<file path="config.mk">
export PLATFORM = sky130hd
export DESIGN_NAME = uart_tx_sched
export DESIGN_NICKNAME = d
export VERILOG_FILES = /design/src/rtl/uart_pkg.sv /design/src/rtl/uart_rr_pick.sv /design/src/rtl/uart_tx_sched.sv
export SDC_FILE = /design/constraint.sdc
export NUM_CORES = 1
export LEC_CHECK = 0
export BUFFER_PORTS_ARGS = -buffer_cell sky130_fd_sc_hd__buf_2
export CAP_MARGIN = 20
export CORE_ASPECT_RATIO = 1.25
export CORE_MARGIN = 8
export CORE_UTILIZATION = 25
export CTS_BUF_LIST = sky130_fd_sc_hd__clkbuf_16
export DETAILED_ROUTE_END_ITERATION = 8
export GPL_TIMING_DRIVEN = 1
export PLACE_DENSITY = 0.55
export SYNTH_ARGS = -nofsm -noshare
export SYNTH_HDL_FRONTEND = slang
export SYNTH_SLANG_ARGS = --single-unit
</file>
<file path="constraint.sdc">
create_clock -name clk -period 3.75 [get_ports clk]
set_input_delay 0.375 -clock clk [delete_from_list [all_inputs] [get_ports clk]]
set_output_delay 0.375 -clock clk [all_outputs]
set_load 0.005 [all_outputs]
</file>
<file path="src/rtl/uart_pkg.sv">
// Shared UART constants and the TX scheduler state encoding, common to the TX/RX blocks.
package uart_pkg;

  localparam int UART_BYTE_W      = 8;
  localparam int UART_GAP_CYCLES  = 16;
  localparam int UART_ACK_TIMEOUT = 32;

  typedef enum logic [2:0] {
    SCHED_IDLE,
    SCHED_ISSUE,
    SCHED_WAIT_ACK,
    SCHED_WAIT_DONE,
    SCHED_GAP
  } sched_state_t;

endpackage

</file>
<file path="src/rtl/uart_rr_pick.sv">
// Combinational round-robin chooser: first valid requester after last_grant, with wrap.
module uart_rr_pick #(
  parameter int NUM_REQ = 4,
  parameter int IDX_W   = $clog2(NUM_REQ)
) (
  input  logic [NUM_REQ-1:0] req_valid,
  input  logic [IDX_W-1:0]   last_grant,
  output logic [NUM_REQ-1:0] winner,
  output logic               any_valid
);

  logic             found;
  logic [IDX_W-1:0] idx;

  always_comb begin
    winner = '0;
    found  = 1'b0;
    idx    = '0;
    // Offsets 1..NUM_REQ put last_grant itself at the lowest priority.
    for (int i = 1; i <= NUM_REQ; i++) begin
      idx = IDX_W'((int'(last_grant) + i) % NUM_REQ);
      if (!found && req_valid[idx]) begin
        winner[idx] = 1'b1;
        found       = 1'b1;
      end
    end
  end

  assign any_valid = |req_valid;

endmodule

</file>
<file path="src/rtl/uart_tx_sched.sv">
// Round-robin scheduler sharing one UART transmitter between NUM_REQ byte producers.
// Optional burst grant lock (req_last) is enabled with `define UART_SCHED_BURST_EN.
module uart_tx_sched
  import uart_pkg::*;
#(
  parameter int NUM_REQ     = 4,
  parameter int GAP_CYCLES  = UART_GAP_CYCLES,
  parameter int ACK_TIMEOUT = UART_ACK_TIMEOUT
) (
  input  logic                           clk,
  input  logic                           rst_n,
  input  logic [NUM_REQ-1:0]             req_valid,
  input  logic [UART_BYTE_W*NUM_REQ-1:0] req_data,
  input  logic [NUM_REQ-1:0]             req_last,
  output logic [NUM_REQ-1:0]             req_ready,
  output logic                           tx_start,
  output logic [UART_BYTE_W-1:0]         tx_data,
  input  logic                           tx_busy,
  output logic [NUM_REQ-1:0]             grant,
  output logic                           sched_busy,
  output logic                           err_timeout
);

  localparam int IDX_W = $clog2(NUM_REQ);
  localparam int ACK_W = $clog2(ACK_TIMEOUT + 1);
  localparam int GAP_W = (GAP_CYCLES > 0) ? $clog2(GAP_CYCLES + 1) : 1;
  localparam logic [ACK_W-1:0] ACK_LAST = ACK_W'(ACK_TIMEOUT - 1);
  localparam logic [GAP_W-1:0] GAP_INIT = GAP_W'(GAP_CYCLES);

  sched_state_t           state, state_nxt;
  logic [NUM_REQ-1:0]     pick_win, grant_nxt;
  logic                   any_valid, timeout;
  logic [IDX_W-1:0]       pick_idx, gnt_idx, gnt_idx_nxt, last_grant;
  logic [ACK_W-1:0]       ack_cnt, ack_cnt_nxt;
  logic [GAP_W-1:0]       gap_cnt, gap_cnt_nxt;
  logic [UART_BYTE_W-1:0] data_nxt;

  function automatic logic [UART_BYTE_W-1:0] byte_at(
    input logic [UART_BYTE_W*NUM_REQ-1:0] d,
    input logic [IDX_W-1:0]               idx
  );
    logic [UART_BYTE_W-1:0] b;
    b = '0;
    for (int i = 0; i < NUM_REQ; i++)
      if (IDX_W'(i) == idx) b = d[i*UART_BYTE_W +: UART_BYTE_W];
    return b;
  endfunction

  uart_rr_pick #(.NUM_REQ(NUM_REQ), .IDX_W(IDX_W)) u_pick (
    .req_valid (req_valid),
    .last_grant(last_grant),
    .winner    (pick_win),
    .any_valid (any_valid)
  );

  always_comb begin
    pick_idx = '0;
    for (int i = 0; i < NUM_REQ; i++)
      if (pick_win[i]) pick_idx = IDX_W'(i);
  end

`ifdef UART_SCHED_BURST_EN
  logic burst_lock;

  // Lock follows req_last of the byte accepted during ISSUE; a timeout always drops it.
  always_ff @(posedge clk or negedge rst_n) begin
    if (!rst_n)                   burst_lock <= 1'b0;
    else if (timeout)             burst_lock <= 1'b0;
    else if (state == SCHED_ISSUE) burst_lock <= !req_last[gnt_idx];
  end
`else
  logic unused_last;
  assign unused_last = ^req_last;
`endif

  always_comb begin
    state_nxt   = state;
    grant_nxt   = grant;
    gnt_idx_nxt = gnt_idx;
    data_nxt    = tx_data;
    ack_cnt_nxt = ack_cnt;
    gap_cnt_nxt = gap_cnt;
    timeout     = 1'b0;
    case (state)
      SCHED_IDLE: begin
        if (any_valid) begin
          state_nxt   = SCHED_ISSUE;
          grant_nxt   = pick_win;
          gnt_idx_nxt = pick_idx;
          data_nxt    = byte_at(req_data, pick_idx);
          ack_cnt_nxt = '0;
        end
      end
      SCHED_ISSUE: begin
        state_nxt   = SCHED_WAIT_ACK;
        ack_cnt_nxt = ack_cnt + 1'b1;
      end
      SCHED_WAIT_ACK: begin
        if (tx_busy) begin
          state_nxt = SCHED_WAIT_DONE;
        end else if (ack_cnt >= ACK_LAST) begin
          state_nxt = SCHED_IDLE;
          grant_nxt = '0;
          timeout   = 1'b1;
        end else begin
          ack_cnt_nxt = ack_cnt + 1'b1;
        end
      end
      SCHED_WAIT_DONE: begin
        if (!tx_busy) begin
          state_nxt   = SCHED_GAP;
          gap_cnt_nxt = GAP_INIT;
        end
      end
      SCHED_GAP: begin
        if (gap_cnt != '0) begin
          gap_cnt_nxt = gap_cnt - 1'b1;
        end
`ifdef UART_SCHED_BURST_EN
        else if (burst_lock) begin
          if (req_valid[gnt_idx]) begin
            state_nxt   = SCHED_ISSUE;
            data_nxt    = byte_at(req_data, gnt_idx);
            ack_cnt_nxt = '0;
          end
        end
`endif
        else begin
          state_nxt = SCHED_IDLE;
          grant_nxt = '0;
        end
      end
      default: state_nxt = SCHED_IDLE;
    endcase
  end

  always_ff @(posedge clk or negedge rst_n) begin
    if (!rst_n) state <= SCHED_IDLE;
    else        state <= state_nxt;
  end

  // Outputs are registered from next-state so they line up with the state they describe.
  always_ff @(posedge clk or negedge rst_n) begin
    if (!rst_n) begin
      grant       <= '0;
      gnt_idx     <= '0;
      last_grant  <= IDX_W'(NUM_REQ - 1);
      ack_cnt     <= '0;
      gap_cnt     <= '0;
      tx_data     <= '0;
      tx_start    <= 1'b0;
      req_ready   <= '0;
      sched_busy  <= 1'b0;
      err_timeout <= 1'b0;
    end else begin
      grant       <= grant_nxt;
      gnt_idx     <= gnt_idx_nxt;
      ack_cnt     <= ack_cnt_nxt;
      gap_cnt     <= gap_cnt_nxt;
      tx_data     <= data_nxt;
      tx_start    <= (state_nxt == SCHED_ISSUE);
      req_ready   <= (state_nxt == SCHED_ISSUE) ? grant_nxt : '0;
      sched_busy  <= (state_nxt != SCHED_IDLE);
      err_timeout <= timeout;
      if (state == SCHED_ISSUE) last_grant <= gnt_idx;
    end
  end

endmodule

</file>
==> metrics.txt <==
status completed; die width 101 um; total power consumption of the routed design ~2.6 mW; post-synthesis instance area between 0.002 and 0.0025 mm^2; sequential share of power 27.4%; initial antenna violation count 0; Max Fanout on Critical Path 15; max-slew headroom at the worst pin about 45%; Clock Path Buffers 2; most numerous cell in the Yosys netlist sky130_fd_sc_hd__dfrtp_1; parity-gate share of the synthesized area counting xor and xnor cells 1.56%; Synth Area in Adders 6.11%; part of the cycle the worst path needs 84.7%; clock transition at the registers of the reported paths roughly 0.060 ns; synthesized-area fraction occupied by ao, oa, aoi and oai cells a little under a quarter; starting density of the core 25.9%; maximum clock frequency 315 MHz; proportion of netlist area held by the largest area contributor about two fifths; # DRC 0; buffers inserted during post-CTS setup optimization 0; count of nets left with antenna violations after detail routing 0; clock tree from TritonCTS yes; Area Overhead vs Synth 24.8%; Tightest Hold Check Type in -> async; vias around 1900; core occupancy in the finished layout 32.3%; Final Skew 0.00517 ns; Clk Tree Root Cell sky130_fd_sc_hd__clkbuf_16; number of distinct standard cells referenced by the synthesized netlist 50; Port-buffer cells 57; dpl hpwl between 4 and 5 mm; top cell type by total area after synthesis sky130_fd_sc_hd__dfrtp_1; combinational family with the most area after synthesis compound AO/OA/AOI/OAI gates; depth of the worst register-to-register path 8; Antenna diodes 0; clock latency on the worst-skew pair 0.28 ns; Total Routing Usage GR about a tenth; detailed-router iteration count before antenna repair 4; cell internal power dissipation roughly 1.5 mW; total setup violations reported at the end of the flow 0; number of hold violations in the final report 0; clk sink count 37; boundary pin count 62; Comb power frac a little under three fifths; setup repair after global routing missed its margin false; most instantiated cells after synthesis sky130_fd_sc_hd__dfrtp_1, sky130_fd_sc_hd__nand2_1, sky130_fd_sc_hd__inv_1; flip-flop cell with the highest count after synthesis sky130_fd_sc_hd__dfrtp_1; Switching Share between 40% and 50%; multiplexer share of the synthesized area 5.78%; number of warnings printed during yosys synthesis 0; 1st-iter DRT viols 89; number of buffers created by CTS 5; reg-to-reg critical path endpoint tx_data[6]$_DFFE_PN0P_; share of final-layout standard cells stronger than drive strength 1 around 28%; standard-cell rows 38; CP Class reg -> reg; Seq/Total Area, Yosys 41.2%; P_sw 1.13 mW; number of max-slew violations in the final report 0; average wire per standard cell 13.8 um; core region area ~0.0087 mm^2; Arrival @ worst endpoint 3.34 ns; global-route congestion overflow total 0; Critical Path RT roughly 3.9 ns; count of max-cap constraint violations 0; quantity of gates resized following cts 0; part of the power in the clock network around 15%; via count of the first global-routing pass between 2000 and 2500; count of mapped cells out of synthesis between 200 and 250; total placed instance area between 0.002 and 0.003 mm^2; kind of start point of the critical path register; share of flip-flops with an asynchronous set or reset 100%; GP Congestion about 0.75; R2R setup slack 0.57 ns; maximum number of pins on one net before global-route repair 38; y dimension of the die ~120 um; time the worst path needs with I/O delays and setup roughly 3.2 ns; endpoint type of the worst setup path register; number of hold-repair buffers added at the cts stage 0; final layout net count 347; smallest hold slack a little under 0.2 ns; syn_area_per_cell approximately 9.6 um^2; via/cell ratio between 4 and 5; most area-consuming cells after synthesis sky130_fd_sc_hd__dfrtp_1, sky130_fd_sc_hd__ha_1, sky130_fd_sc_hd__o211ai_1; synthesis-stage register bit count 37; depth of the CTS H-tree 2; total wirelength of the detailed-routed design 5.73 mm; number of enable-type register cells in the synthesized netlist 0; Slew @ Worst Pin 0.830 ns; power density normalized to cell area between 900 and 1000 mW/mm^2; synthesized net count approximately 290; wire length of the first global-routing pass ~9.7 mm; area of all placed cells without fillers roughly 0.0028 mm^2; Max rail drop VDD 0.322 mV; launch point of the worst reg-to-reg path last_grant[1]$_DFFE_PN1P_; static power due to leakage between 1 and 1.5 nW; synthesized-area fraction occupied by and/or/nand/nor cells between 15 and 20%; die area between 0.01 and 0.015 mm^2; sum of negative setup slack 0 ns
==> worst max-delay path by stage <==
stage | startpoint | endpoint | slack, ns
3_3_place_gp | last_grant[0]$_DFFE_PN1P_ | tx_data[6]$_DFFE_PN0P_ | 0.58
3_5_place_dp | last_grant[1]$_DFFE_PN1P_ | tx_data[6]$_DFFE_PN0P_ | 0.54
2_1_floorplan | last_grant[0]$_DFFE_PN1P_ | tx_data[1]$_DFFE_PN0P_ | 1.05
4_1_cts | last_grant[0]$_DFFE_PN1P_ | tx_data[6]$_DFFE_PN0P_ | 0.53
6_report | last_grant[1]$_DFFE_PN1P_ | tx_data[6]$_DFFE_PN0P_ | 0.57
5_1_grt | last_grant[0]$_DFFE_PN1P_ | tx_data[6]$_DFFE_PN0P_ | 0.34
==> cell usage in the layout, fill, tap and decap left out, types with 3 or more instances in the layout <==
master,netlist,final
sky130_fd_sc_hd__nand2b_1,4,4
sky130_fd_sc_hd__a21o_1,4,4
sky130_fd_sc_hd__and3_1,3,3
sky130_fd_sc_hd__a2bb2oi_1,8,8
sky130_fd_sc_hd__nand3_1,5,5
sky130_fd_sc_hd__dfrtp_1,35,35
sky130_fd_sc_hd__a21oi_1,10,10
sky130_fd_sc_hd__inv_1,17,18
sky130_fd_sc_hd__buf_4,0,4
sky130_fd_sc_hd__clkbuf_16,0,5
sky130_fd_sc_hd__nor2_1,12,12
sky130_fd_sc_hd__and2_1,6,6
sky130_fd_sc_hd__o211ai_1,16,16
sky130_fd_sc_hd__nand3b_1,4,4
sky130_fd_sc_hd__o21ai_1,7,7
sky130_fd_sc_hd__ha_1,11,11
sky130_fd_sc_hd__buf_2,1,57
sky130_fd_sc_hd__mux4_2,3,3
sky130_fd_sc_hd__o21ai_0,14,14
sky130_fd_sc_hd__xor2_1,3,3
sky130_fd_sc_hd__mux2i_1,4,4
sky130_fd_sc_hd__nor2b_1,3,3
sky130_fd_sc_hd__nand2_1,22,22
==> per-stage QoR <==
stage / setup WS (ns) / cells
after floorplan: 1.05 / 234
after global placement: 0.577 / 406
after detailed placement: 0.539 / 406
after global routing: 0.345 / 414
after CTS: 0.527 / 414
final: 0.574 / 414
==> per-layer routing <==
metal | vias up | GRT usage [%] | part of all wire (%)
met4 | 0 | 2.84 | 0.94
met2 | 44 | 15.6 | 46
li1 | 966 | - | -
met1 | 904 | 12.2 | 48
met5 | - | 0 | 0
met3 | 5 | 3.48 | 5.1
==> flip-flops by register name, summed over array words and instances (netlist names) <==
register,cells
sched_busy,1
tx_start,1
ack_cnt,6
req_ready,4
gnt_idx,2
state,3
tx_data,8
grant,4
gap_cnt,5
last_grant,2
err_timeout,1
==> cell type report <==
cell class                      count  area (um^2)
Fill cell                         925         5890
Timing Repair Buffer               61          315
Sequential cell                    37          928
Multi-Input combinational cell    171         1210
Tap cell                          120          150
Clock buffer                        5          125
Clock inverter                      3         18.8
Inverter                           17         63.8
==> power by group through the flow <==
| stage | combinational (mW) | clock, mW | sequential [mW] |
|---|---|---|---|
| global route | 1.68 | 0.431 | 0.734 |
| global placement | 1.48 | 0 | 0.715 |
| finish | 1.49 | 0.399 | 0.710 |
| CTS | 1.51 | 0.413 | 0.713 |
| floorplan | 1.15 | 0 | 0.669 |
| detailed placement | 1.51 | 0 | 0.719 |
==> cell families after synthesis <==
logic type,after synthesis
compound gates,75
mux,9
xor+xnor,4
simple gates,72
flops,37
fa+ha+maj,11
buf+inv,26
==> worst max-delay path, stage by stage, from the launching register on <==
cell and delay, ns:
sky130_fd_sc_hd__dfstp_2 0.65, sky130_fd_sc_hd__inv_1 0.18, sky130_fd_sc_hd__ha_1 0.36, sky130_fd_sc_hd__mux4_2 0.43
sky130_fd_sc_hd__or2_4 0.29, sky130_fd_sc_hd__o311ai_4 0.67, sky130_fd_sc_hd__mux2i_1 0.27, sky130_fd_sc_hd__and2_0 0.14
sky130_fd_sc_hd__o21ai_1 0.07
Note: power is estimated with default switching activity, not from simulation.
